<file path="src/rtl/reg_file_param.sv">
// Parametrised 2-read/1-write register file with registered inputs, optional write-through
// bypass, optional hardwired-zero R0 and a sequenced clear sweep.
module reg_file_param #(
  parameter  int WIDTH    = 8,
  parameter  int DEPTH    = 4,
  parameter  int BYPASS   = 1,
  parameter  int ZERO_REG = 0,
  localparam int AW       = $clog2(DEPTH)
) (
  input  logic             clk,
  input  logic             rst_n,
  input  logic             wr_en,
  input  logic [AW-1:0]    wr_addr,
  input  logic [WIDTH-1:0] wr_data,
  input  logic [AW-1:0]    rd_addr_a,
  input  logic [AW-1:0]    rd_addr_b,
  input  logic             clr,
  output logic [WIDTH-1:0] rd_data_a,
  output logic [WIDTH-1:0] rd_data_b,
  output logic             busy,
  output logic             wr_drop
);

  typedef enum logic {IDLE, CLEAR} state_t;

  state_t           state, state_nx;
  logic [AW-1:0]    ptr, ptr_nx;

  logic             wr_en_q;
  logic [AW-1:0]    wr_addr_q;
  logic [WIDTH-1:0] wr_data_q;
  logic [AW-1:0]    rd_addr_a_q;
  logic [AW-1:0]    rd_addr_b_q;
  logic             clr_q;

  logic [WIDTH-1:0] mem [DEPTH];

  logic wr_is_r0;
  logic wr_commit;
  logic rd_zero_a, rd_zero_b;
  logic byp_a, byp_b;

  // NOTE: sequential state uses non-blocking (<=) so every flop samples pre-edge values.
  always_ff @(posedge clk or negedge rst_n) begin
    if (!rst_n) begin
      wr_en_q     <= 1'b0;
      wr_addr_q   <= '0;
      wr_data_q   <= '0;
      rd_addr_a_q <= '0;
      rd_addr_b_q <= '0;
      clr_q       <= 1'b0;
    end else begin
      wr_en_q     <= wr_en;
      wr_addr_q   <= wr_addr;
      wr_data_q   <= wr_data;
      rd_addr_a_q <= rd_addr_a;
      rd_addr_b_q <= rd_addr_b;
      clr_q       <= clr;
    end
  end

  always_ff @(posedge clk or negedge rst_n) begin
    if (!rst_n) begin
      state <= IDLE;
      ptr   <= '0;
    end else begin
      state <= state_nx;
      ptr   <= ptr_nx;
    end
  end

  // NOTE: defaults first so no path through the case leaves a variable unassigned (no latch).
  always_comb begin
    state_nx = state;
    ptr_nx   = ptr;
    case (state)
      IDLE: begin
        if (clr_q) begin
          state_nx = CLEAR;
          ptr_nx   = '0;
        end
      end
      CLEAR: begin
        if (ptr == AW'(DEPTH - 1)) begin
          state_nx = IDLE;
          ptr_nx   = '0;
        end else begin
          ptr_nx = ptr + AW'(1);
        end
      end
      default: begin
        state_nx = IDLE;
        ptr_nx   = '0;
      end
    endcase
  end

  assign busy      = (state == CLEAR);
  assign wr_is_r0  = (ZERO_REG != 0) && (wr_addr_q == '0);
  assign wr_commit = wr_en_q && !busy && !wr_is_r0;
  assign wr_drop   = wr_en_q && busy && !wr_is_r0;

  // NOTE: the array is reset explicitly because reads must return 0 straight out of reset;
  // this rules out mapping it onto a plain RAM macro.
  always_ff @(posedge clk or negedge rst_n) begin
    if (!rst_n) begin
      for (int i = 0; i < DEPTH; i++) mem[i] <= '0;
    end else if (busy) begin
      mem[ptr] <= '0;
    end else if (wr_commit) begin
      mem[wr_addr_q] <= wr_data_q;
    end
  end

  // Forwarding only ever sees committed writes, so sweep and R0 discards never leak through.
  assign rd_zero_a = (ZERO_REG != 0) && (rd_addr_a_q == '0);
  assign rd_zero_b = (ZERO_REG != 0) && (rd_addr_b_q == '0);
  assign byp_a     = (BYPASS != 0) && wr_commit && (wr_addr_q == rd_addr_a_q);
  assign byp_b     = (BYPASS != 0) && wr_commit && (wr_addr_q == rd_addr_b_q);

  assign rd_data_a = rd_zero_a ? '0 : (byp_a ? wr_data_q : mem[rd_addr_a_q]);
  assign rd_data_b = rd_zero_b ? '0 : (byp_b ? wr_data_q : mem[rd_addr_b_q]);

endmodule

</file>
<file path="config.mk">
export PLATFORM = sky130hd
export DESIGN_NAME = reg_file_param
export DESIGN_NICKNAME = d
export VERILOG_FILES = /design/src/rtl/reg_file_param.sv
export SDC_FILE = /design/constraint.sdc
export NUM_CORES = 1
export LEC_CHECK = 0
export CORE_ASPECT_RATIO = 1.75
export CORE_UTILIZATION = 58
export CTS_CLUSTER_SIZE = 24
export DETAILED_ROUTE_END_ITERATION = 6
export GPL_TIMING_DRIVEN = 0
export PLACE_DENSITY = 0.89
export SLEW_MARGIN = 20
export SYNTH_ARGS = -nofsm -noshare
export SYNTH_HDL_FRONTEND = slang
export SYNTH_SLANG_ARGS = --single-unit
</file>
<file path="constraint.sdc">
create_clock -name clk -period 2.95 [get_ports clk]
set_clock_uncertainty 0.1 [all_clocks]
set_input_delay 0.295 -clock clk [delete_from_list [all_inputs] [get_ports clk]]
set_output_delay 0.295 -clock clk [all_outputs]
set_load 0.05 [all_outputs]
</file>
# Yosys cells after proc, flatten, opt, wreduce, memory -nomap -nowiden
# Cells that the tools add are included.
# totals
regBits	51
elab_cells	59
# op_classes
add_sub_neg	1
order_cmp	6
eq_ne	4
mux	21
bitwise_logic	7
reduce_logical	8
# op_table
cell	count
$mux W32	2
$mux W8	8
$and A32 B32 Y32	1
$bmux W8 S2	2
$bwmux W32	1
$demux W8 S2	2
$not A32 Y32	1
$ge A3 B3 Y1 const B	4
$not A2 Y3	4
$logic_and A1 B1 Y1	6
$lt A3 B1 Y1 const B	2
$eq A2 B2 Y1	2
$mux W2	2
$pmux W2 S2	1
$add A2 B1 Y2 const B	1
$eq A2 B2 Y1 const B	1
$mux W1	2
$ne A2 B2 Y1 const B	1
$pmux W1 S2	1
$reduce_bool A2 Y1	1
$logic_not A1 Y1	1
$not A1 Y1	1

# Longest topological paths before layout
# Gate-level depths: netlist of run 1.
# logic_depth
depth_word	8
ltp_mapped	5

# Worst setup path after synthesis of run 1
# No wires, ideal clock.
# synth_path
kind	reg2out
start	reg state (netlist: busy)
end	out rd_data_a[0]
arrival_ns	1.622
required_ns	2.555
path_slack_ns	0.933
path_stages_with_launch	4
n_path_buf	0
path_cell_list	dfrtp_1 -> and2b_1 -> nand3_2 -> mux2_2
# synth_between
elab_chain_len	4
# synth_rtl
element	line	rtl
start, declared	26	state_t state, state_nx;
start signal, assigned	67	state <= state_nx;
$logic_not A1 Y1	100	assign wr_commit = wr_en_q && !busy && !wr_is_r0;
$logic_and A1 B1 Y1	100	
$logic_and A1 B1 Y1	118	assign byp_a = (BYPASS != 0) && wr_commit && (wr_addr_q == rd_addr_a_q);
$mux W8	121	assign rd_data_a = rd_zero_a ? '0 : (byp_a ? wr_data_q : mem[rd_addr_a_q]);
end, declared	18	output logic [WIDTH-1:0] rd_data_a,
# Every way passes these cells.

# Worst setup path in the final report of run 1
# layout_path
start	reg state (netlist: busy)
end	out rd_data_a[2]
# Same word-level chain as after synthesis.

==> metrics.md, run 1 <==
| Metric | Value |
|---|---|
| Synth Area in Adders | 1.95% |
| Measured slew at the worst slew-check pin | 0.709 ns |
| Synthesized Nets | 242 |
| DRT Pass-1 Iters | 4 |
| WL final | 6310 um |
| Max-slew violation count | 0 |
| Vias in the first global route | 2121 |
| Primary flip-flop cell chosen by synthesis mapping | dfrtp_1 |
| Sum Neg Setup Slack | 0 ns |
| CP required | 2.56 ns |
| CP bufs+invs | 1 |
| Crit path kind | flop to output pin |
| Hold depth | 1 |
| Slowest stage delay, CP | 0.80 ns |
| Pin count of the biggest net entering global routing | 30 |
| Post-Synthesis Cells | 220 |
| Clock sink count | 51 |
| Starting density of the core | 61.1% |
| Final Cell Area | 3080 um2 |
| CTS tree | yes |
| Pwr/cell area | 787 nW/um2 |
| Die H | 89.9 um |
| Starting DRT DRC Count | 79 |
| Endpoints failing setup | 0 |
| Root Driver | clkbuf_8 |
| DR WL/cell | 20.2 um |
| Post-CTS setup buffer count | 0 |
| Worst slew margin | 52.8% |
| CP Launch Type | flop |
| Syn Area/Cell | 11.6 um2 |
| Fmax | 349 MHz |
| Count leader, synth | nand2_1 |
| Cts bufs inserted | 5 |
| Via density | 6.40 |
| Max_cap viols | 0 |
| Cell Area, Synth | 2560 um2 |
| Area share of the largest cell type after synthesis | 49.8% |
| Top cells by count, synth | nand2_1, dfrtp_1, o21ai_0 |
| Post-synth top area cell | dfrtp_1 |
| DRC | 0 |
| Hold path startpoint | wr_data[5] |
| Synth async-reset ratio | 100% |
| LEAKAGE | 1.35 nW |
| Number of I/O port buffers | 35 |
| Final Cycle Share | 97.3% |
| Reg2Reg Depth | 4 |
| Min Tclk post-route | 2.87 ns |
| XOR/XNOR Fraction of Synth Area | 1.37% |
| Initial antenna violation count | 0 |
| Worst min path class | input port to flop |
| Worst R2R End | mem[2]$_DFFE_PN0P_ |
| Clock transition at path regs | 0.09 ns |
| Crit-path max FO | 8 |
| Number of synthesized flops with an enable pin | 0 |
| Distinct cells, synth | 26 |
| Status | finished clean |
| Synth Area in Simple Gates | 14.4% |
| Place WS | 0.432 ns |
| IO Count | 36 |
| R2R Path Start | busy$_DFF_PN0_ |
| RSZ-0062 raised after global routing | false |
| Arrival @ worst endpoint | 2.47 ns |
| CTS max path bufs | 2 |
| Final ANT Viol Nets | 0 |
| Die X | 52.2 um |
| Delay-heaviest family, CP | buffers and inverters |
| Levels on crit path | 4 |
| Crit-path cells | and2b_1 > nand3_2 > mux2_2 > clkdlybuf4s50_1 |
| GRT Total Usage | 30.0% |
| Hold endpoint | wr_data_q[5]$_DFF_PN0_ |
| Setup crit end kind | output pin |
| Post-synthesis register bit count | 51 |
| Inserted Diodes | 0 |
| Worst-Skew Late Latency | 0.30 ns |
| Fin Hold WS | 0.321 ns |
| Area contributors post-synth | dfrtp_1, mux4_2, nand2_1 |
| Worst setup margin | 0.0807 ns |
| Ys Warns | 0 |
| Setup slack, reg-to-reg | 1.16 ns |
| Compound-Gate Fraction of Synth Area | 6.84% |
| Vias | 1998 |
| Layout overhead on the synthesized area | 20.4% |
| Slowest-stage cell, CP | clkdlybuf4s50_1 |
| Layout cells sized above 1 | 20.5% |
| Core area | 4190 um2 |
| Multiplexer share of the synthesized area | 21.8% |
| GP Congestion | 0.839 |
| Max IR drop VDD | 0.000618 V |
| GR Overflow Total | 0 |
| Endpoints failing hold | 0 |
| First-pass GRT wire length | 9960 um |
| Seq/Total Area, Yosys | 49.8% |
| NumNets Final | 286 |
| Largest family of logic cells by synthesized area | multiplexers |
| CTS H-tree depth | 2 |
| Dpl cell area | 3000 um2 |
| Die area | 4700 um2 |
| # rows | 31 |
| Dpl hpwl | 4180 um |
## cell usage in the layout, fill, tap and decap left out, drive strengths merged, types with 2 or more instances in the layout
| cell type | count |
|---|---|
| mux4 | 16 |
| a21oi | 8 |
| buf | 14 |
| dfrtp | 51 |
| clkbuf | 6 |
| mux2 | 16 |
| dlymetal6s2s | 2 |
| o21ai | 24 |
| and4bb | 2 |
| clkdlybuf4s50 | 32 |
| nand2 | 68 |
| xnor2 | 4 |
| nand3 | 2 |
| ha | 4 |
| inv | 3 |
| and2 | 2 |
## routing by layer
layer	wire length [um]	share of wire [%]	global-route usage, %
met5	0	0	0
met3	340	5.4	6.26
met2	3490	55	49.8
met1	2210	35	34.0
met4	269	4.3	18.0
## cell type report
type	instances	area, um2
buffer	12	87.6
clock buffer	6	72.6
tap	49	61.3
inverter	3	11.3
fill	292	1110
multi-input combinational	154	1190
timing repair buffer	37	388
sequential	51	1280
## sequential cells by signal, indices dropped and copies added (netlist names)
signal	flops
ptr	2
busy	1
rd_addr_b_q	2
rd_addr_a_q	2
wr_addr_q	2
mem	32
clr_q	1
wr_en_q	1
wr_data_q	8
## through the flow
step | utilization, % | cells | total power, W
floorplan | - | 220 | 0.00171
global placement | 71.0 | 304 | 0.00199
detailed placement | 71.5 | 305 | 0.00205
CTS | 73.5 | 312 | 0.00242
global route | 73.6 | 312 | 0.00253
finish | 73.6 | 312 | 0.00243
## worst register-to-register path: cells and delay by family (launching register included)
kind / cells / cell delay [ns]
AND/OR/NAND/NOR: 2 / 0.76
flip-flops: 1 / 0.48
buffers and inverters: 1 / 0.21
AO/OA/AOI/OAI: 1 / 0.10
## cell families (layout without fill, tap and decap cells)
family,Yosys count,after routing
DFF,51,51
xor gates and xnor gates,4,4
adders and majority gates,4,4
buffers and inverters,15,58
muxes,33,33
and+or+nand+nor,79,79
AOI/OAI and AO/OA,34,34
## worst max-delay path by stage
stage,end,startpoint
2_1_floorplan,rd_data_a[0],busy$_DFF_PN0_
3_3_place_gp,wr_data_q[4]$_DFF_PN0_,rst_n
3_5_place_dp,rd_data_b[4],wr_addr_q[0]$_DFF_PN0_
4_1_cts,rd_data_b[4],wr_addr_q[1]$_DFF_PN0_
5_1_grt,rd_data_a[2],wr_addr_q[0]$_DFF_PN0_
6_report,rd_data_a[2],busy$_DFF_PN0_
## timing repair
action                                  CTS  global route
hold buffers                              1             0
endpoints found under the setup margin    0             2
gates resized for setup                   0             2
hold endpoints to repair                 28             0
## report_power, final
group | internal, W | leakage, nW | switching, W | total (W)
Sequential | 0.000856 | 0.659 | 0.000140 | 0.000996
Combinational | 0.000432 | 0.659 | 0.000628 | 0.00106
Clock | 0.000159 | 0.0371 | 0.000212 | 0.000371
Total | 0.00145 | 1.35 | 0.000980 | 0.00243
Note: power is estimated with default switching activity, not from simulation.
==> run 2, diff against run 1 <==
- ABC_AREA: default -> 1
- CORE_UTILIZATION: 58 -> 60
- PLACE_DENSITY: 0.89 -> 0.9
==> metrics.md, run 2 <==
| Metric | Value |
|---|---|
| Filler Cell Count | 360 |
| Sw frac | 42.7% |
| Final ANT Viol Nets | 0 |
| Syn Area/Cell | 7.61 um2 |
| Clock share of power | 18.6% |
| Number of I/O port buffers | 35 |
| GP Congestion | 1.00 |
| Starting density of the core | 62.3% |
| Primary flip-flop cell chosen by synthesis mapping | dfrtp_1 |
| DR WL/cell | 16.1 um |
| Slowest-stage cell, CP | clkdlybuf4s50_1 |
| Vias | 2772 |
| Initial antenna violation count | 0 |
| RSZ-0062 raised after global routing | false |
| Layout cells sized above 1 | 12.8% |
| Setup crit end kind | output pin |
| Arrival @ worst endpoint | 2.48 ns |
| Crit-path max FO | 9 |
| Commonest non-fill, non-tap cell in the layout | nand2_1 |
| IO Count | 36 |
| Count leader, synth | nand2_1 |
| Die area | 5180 um2 |
| Root Driver | clkbuf_8 |
| Max_cap viols | 0 |
| Sequential power share | 37.4% |
| Ys Warns | 0 |
| Pin count of the biggest net entering global routing | 30 |
| Logic pwr share | 44.0% |
| Worst-Skew Late Latency | 0.31 ns |
| Seq/Total Area, Yosys | 43.6% |
| CP Launch Type | flop |
| Post-synth top area cell | dfrtp_1 |
| Max IR drop VDD | 0.000740 V |
| WL final | 7730 um |
| Synthesized Nets | 407 |
| Switch Pwr | 0.00110 W |
| CP required | 2.56 ns |
| DRC | 0 |
| Via density | 5.76 |
| Die X | 54.8 um |
| Cts bufs inserted | 5 |
| Max reg flops | 32 |
| Top cells by count, synth | nand2_1, nand3_1, dfrtp_1 |
| Measured slew at the worst slew-check pin | 0.532 ns |
| Min Tclk post-route | 2.88 ns |
| Clock sink count | 51 |
| GR Overflow Total | 0 |
| Area contributors post-synth | dfrtp_1, nand2_1, nand3_1 |
| Crit-path cells | buf_2 > inv_2 > nand2_1 > nand3_4 > nand2_1 > nand2_1 > clkdlybuf4s50_1 |
| Sum Neg Setup Slack | 0 ns |
| Crit path kind | flop to output pin |
| Core area | 4710 um2 |
| Inserted Diodes | 0 |
| Distinct cells, synth | 24 |
| Post-CTS setup buffer count | 0 |
| Fmax | 347 MHz |
| Fin Hold WS | 0.309 ns |
| NumNets Final | 451 |
| Synth async-reset ratio | 100% |
| # rows | 33 |
| CTS max path bufs | 2 |
| Pint | 0.00148 W |
| Slowest stage delay, CP | 0.81 ns |
| CP bufs+invs | 3 |
| Status | finished clean |
| Top cell by count, worst path | nand2_1 |
| Worst min path class | input port to flop |
| Final Cycle Share | 97.6% |
| Delay-heaviest family, CP | buffers and inverters |
| Vias in the first global route | 2664 |
| Post-Synthesis Cells | 385 |
| CTS tree | yes |
| CTS H-tree depth | 2 |
| Dpl hpwl | 5680 um |
| Layout overhead on the synthesized area | 19.3% |
| Worst slew margin | 64.5% |
| Clock transition at path regs | 0.10 ns |
| Register area | 1280 um2 |
| Most frequent cells in the layout | nand2_1, nand3_1, dfrtp_1, inv_1, clkdlybuf4s50_1 |
| First-pass GRT wire length | 12400 um |
| Pwr/cell area | 739 nW/um2 |
| Cell Area, Synth | 2930 um2 |
| Starting DRT DRC Count | 176 |
| Biggest regs | mem: 32 flops, wr_data_q: 8 flops |
| Area of the multi-input gates | 1360 um2 |
| Endpoints failing setup | 0 |
| DRT Pass-1 Iters | 7 |
| Endpoints failing hold | 0 |
| Number of synthesized flops with an enable pin | 0 |
| Area share of the largest cell type after synthesis | 43.6% |
| LEAKAGE | 1.92 nW |
| GRT Total Usage | 33.5% |
| Post-synthesis register bit count | 51 |
| Largest reg by FF count | mem |
| Die H | 94.4 um |
| Max-slew violation count | 0 |
## run 2: logic make-up after synthesis
family / share of synthesized area [%]
adders and majority gates: 1.71
DFF: 43.6
xor gates and xnor gates: 0.299
buffers and inverters: 9.99
AOI/OAI and AO/OA: 7.64
and+or+nand+nor: 36.8
## run 2: layer usage
metal	vias to the layer above	wire, um	GRT usage, %	share of wire, %
met2	154	3900	54.9	50
met3	37	475	5.48	6.1
li1	1305	-	-	-
met1	1276	2980	40.6	39
met4	0	373	16.5	4.8
met5	-	0	0	0
## run 2: area by class of cell
class	instances	share of cell area, %
repair buffers	37	11.3
flip-flops and latches	51	36.5
inverters	52	5.58
plain buffers	13	2.79
clock inverters	2	1.07
well taps	52	1.86
clock buffers	5	1.97
multi-input cells	269	38.9
## run 2: worst paths after layout
path,end,slack [ns],cells after the start,startpoint
min,rd_addr_a_q[1]$_DFF_PN0_,0.31,1,rd_addr_a[1]
max reg2reg,mem[6]$_DFFE_PN0P_,1.38,7,busy$_DFF_PN0_
max,rd_data_b[3],0.07,7,rd_addr_b_q[0]$_DFF_PN0_
min in group asynchronous,clr_q$_DFF_PN0_,0.40,2,rst_n
min reg2reg,mem[12]$_DFFE_PN0P_,0.43,2,mem[12]$_DFFE_PN0P_
max in group asynchronous,wr_data_q[4]$_DFF_PN0_,1.80,3,rst_n
## run 2: what timing repair did
action,in CTS,in global routing
endpoints found under the setup margin,0,8
endpoints found under the hold margin,22,0
hold buffers,1,0
resized for setup,0,8
## run 2: through the flow
stage	total power [W]	cell area, um2	std cells	setup WS (ns)	util [%]
after detailed placement	0.00209	3360	473	0.447	71.4
final	0.00258	3500	481	0.0707	74.3
after CTS	0.00256	3480	481	0.102	73.9
after floorplan	0.00175	2930	385	0.911	-
after global placement	0.00204	3350	472	0.155	71.1
after global routing	0.00273	3500	481	0.00818	74.3
## run 2: power groups by stage
stage,combinational (W),clock (W),sequential (W)
4_1_cts,0.00112,0.000482,0.000962
6_report,0.00114,0.000480,0.000967
3_5_place_dp,0.00111,0,0.000976
5_1_grt,0.00123,0.000509,0.000987
2_1_floorplan,0.000781,0,0.000968
3_3_place_gp,0.00107,0,0.000967
==> run 3, diff against run 2 <==
- GPL_TIMING_DRIVEN: 0 -> default
==> metrics.md, run 3 (same netlist as run 2, synthesis figures left out) <==
| Metric | Value |
|---|---|
| Status | finished clean |
| Worst-Skew Late Latency | 0.31 ns |
| Dpl hpwl | 5420 um |
| Total power draw | 0.00246 W |
| GP Congestion | 0.988 |
| Commonest non-fill, non-tap cell in the layout | nand2_1 |
| Inserted Diodes | 0 |
| Crit path kind | flop to output pin |
| Min Tclk post-route | 2.78 ns |
| Setup crit end kind | output pin |
| IO Count | 36 |
| Die H | 94.4 um |
| LEAKAGE | 1.76 nW |
| Starting density of the core | 62.3% |
| Max-slew violation count | 0 |
| Register area | 1280 um2 |
| Die area | 5180 um2 |
| CP Launch Type | flop |
| Endpoints failing setup | 0 |
| Vias | 2569 |
| Crit-path cells | inv_2 > nand2_1 > nand2_2 > nand3_4 > nand2_1 > nand2_1 > clkdlybuf4s50_1 |
| Cts bufs inserted | 5 |
| DRT Pass-1 Iters | 4 |
| Via density | 5.44 |
| Top cell by count, worst path | nand2_1 |
| Hold depth | 1 |
| Max IR drop VDD | 0.000619 V |
| CTS max path bufs | 2 |
| GR Overflow Total | 0 |
| Area of the multi-input gates | 1360 um2 |
| Starting DRT DRC Count | 130 |
| NumNets Final | 441 |
| Layout cells sized above 1 | 12.9% |
| RSZ-0062 raised after global routing | false |
| Resize count post-CTS | 0 |
| Max_cap viols | 0 |
| WL final | 7030 um |
| Die X | 54.8 um |
| Slowest stage delay, CP | 0.80 ns |
| Worst min path class | input port to flop |
| Filler Cell Count | 397 |
| DRC | 0 |
| Biggest regs | mem: 32 flops, wr_data_q: 8 flops |
| Root Driver | clkbuf_8 |
| Final ANT Viol Nets | 0 |
| # rows | 33 |
| CTS tree | yes |
| First-pass GRT wire length | 11700 um |
| Number of I/O port buffers | 35 |
| Worst slew margin | 59.0% |
| DR WL/cell | 14.9 um |
| GRT Total Usage | 31.6% |
| Max reg flops | 32 |
| CTS H-tree depth | 2 |
| Core area | 4710 um2 |
| Fmax | 360 MHz |
| Pin count of the biggest net entering global routing | 52 |
| Pwr/cell area | 735 nW/um2 |
| Clock transition at path regs | 0.10 ns |
| Reg2Reg Depth | 5 |
| Endpoints failing hold | 0 |
| Slowest-stage cell, CP | clkdlybuf4s50_1 |
| Fin Hold WS | 0.309 ns |
| Largest reg by FF count | mem |
| CP required | 2.56 ns |
| Crit-path max FO | 10 |
| Layout overhead on the synthesized area | 14.4% |
| Measured slew at the worst slew-check pin | 0.615 ns |
| Initial antenna violation count | 0 |
| Clock sink count | 51 |
| Vias in the first global route | 2531 |
| Sum Neg Setup Slack | 0 ns |
| Arrival @ worst endpoint | 2.39 ns |
| Most frequent cells in the layout | nand2_1, nand3_1, dfrtp_1, inv_1, clkdlybuf4s50_1 |
| Final Cycle Share | 94.3% |
run 3: changes by cell type in the layout (fill, tap and decap cells not counted), moves of 4 or more:
cell / previous run / this run
buf_6: 4 / 0
buf_2: 7 / 0
dlymetal6s2s_1: 8 / 0
buf_4: 3 / 14
run 3: what timing repair did:
action / 4_1_cts / 5_1_grt
hold buffers: 0 / 1
hold endpoints to repair: 0 / 51
buffers inserted: 0 / 0
run 3: path summary, 6_finish.rpt:
check	startpoint	end	slack [ns]
worst min register to register	mem[14]$_DFFE_PN0P_	mem[14]$_DFFE_PN0P_	0.43
worst max register to register	busy$_DFF_PN0_	mem[12]$_DFFE_PN0P_	1.51
worst max-delay path	rd_addr_b_q[1]$_DFF_PN0_	rd_data_b[3]	0.17
max in group asynchronous	rst_n	mem[14]$_DFFE_PN0P_	1.90
min in group asynchronous	rst_n	clr_q$_DFF_PN0_	0.42
worst min-delay path	wr_addr[1]	wr_addr_q[1]$_DFF_PN0_	0.31
run 3: through the flow:
stage                     cells  setup WS, ns  utilization [%]  cell area [um2]
after floorplan             385         0.911                -             2930
after global placement      463         0.558             69.1             3250
after detailed placement    463         0.524             69.1             3250
after CTS                   471         0.179             70.9             3340
after global routing        472        0.0227             71.2             3350
final                       472         0.169             71.2             3350
run 3: worst max-delay path, delay by kind of cell (launching register included):
kind,cells,cell delay [ns]
buf+inv,2,0.96
flops,1,0.56
simple gates,5,0.56
run 3: cell type report:
cell class,count,area share (%)
multi-input cells,269,40.6
flip-flops and latches,51,38.1
repair buffers,40,10.9
inverters,52,5.82
clock buffers,6,2.16
well taps,52,1.94
clock inverters,2,0.485
run 3: metal layers:
layer	part of all wire [%]	global-route usage, %	up-vias
met5	0	0	-
met4	2.9	15.4	0
met3	6.5	5.80	23
met2	53	50.8	105
met1	38	39.1	1150
li1	-	-	1291
run 3: report_power, final:
group          switching (W)  total, W  internal, W  leakage, nW
logic               0.000734   0.00108     0.000349         1.06
registers           0.000115  0.000979     0.000863        0.657
clock network       0.000232  0.000403     0.000171       0.0418
total                0.00108   0.00246      0.00138         1.76
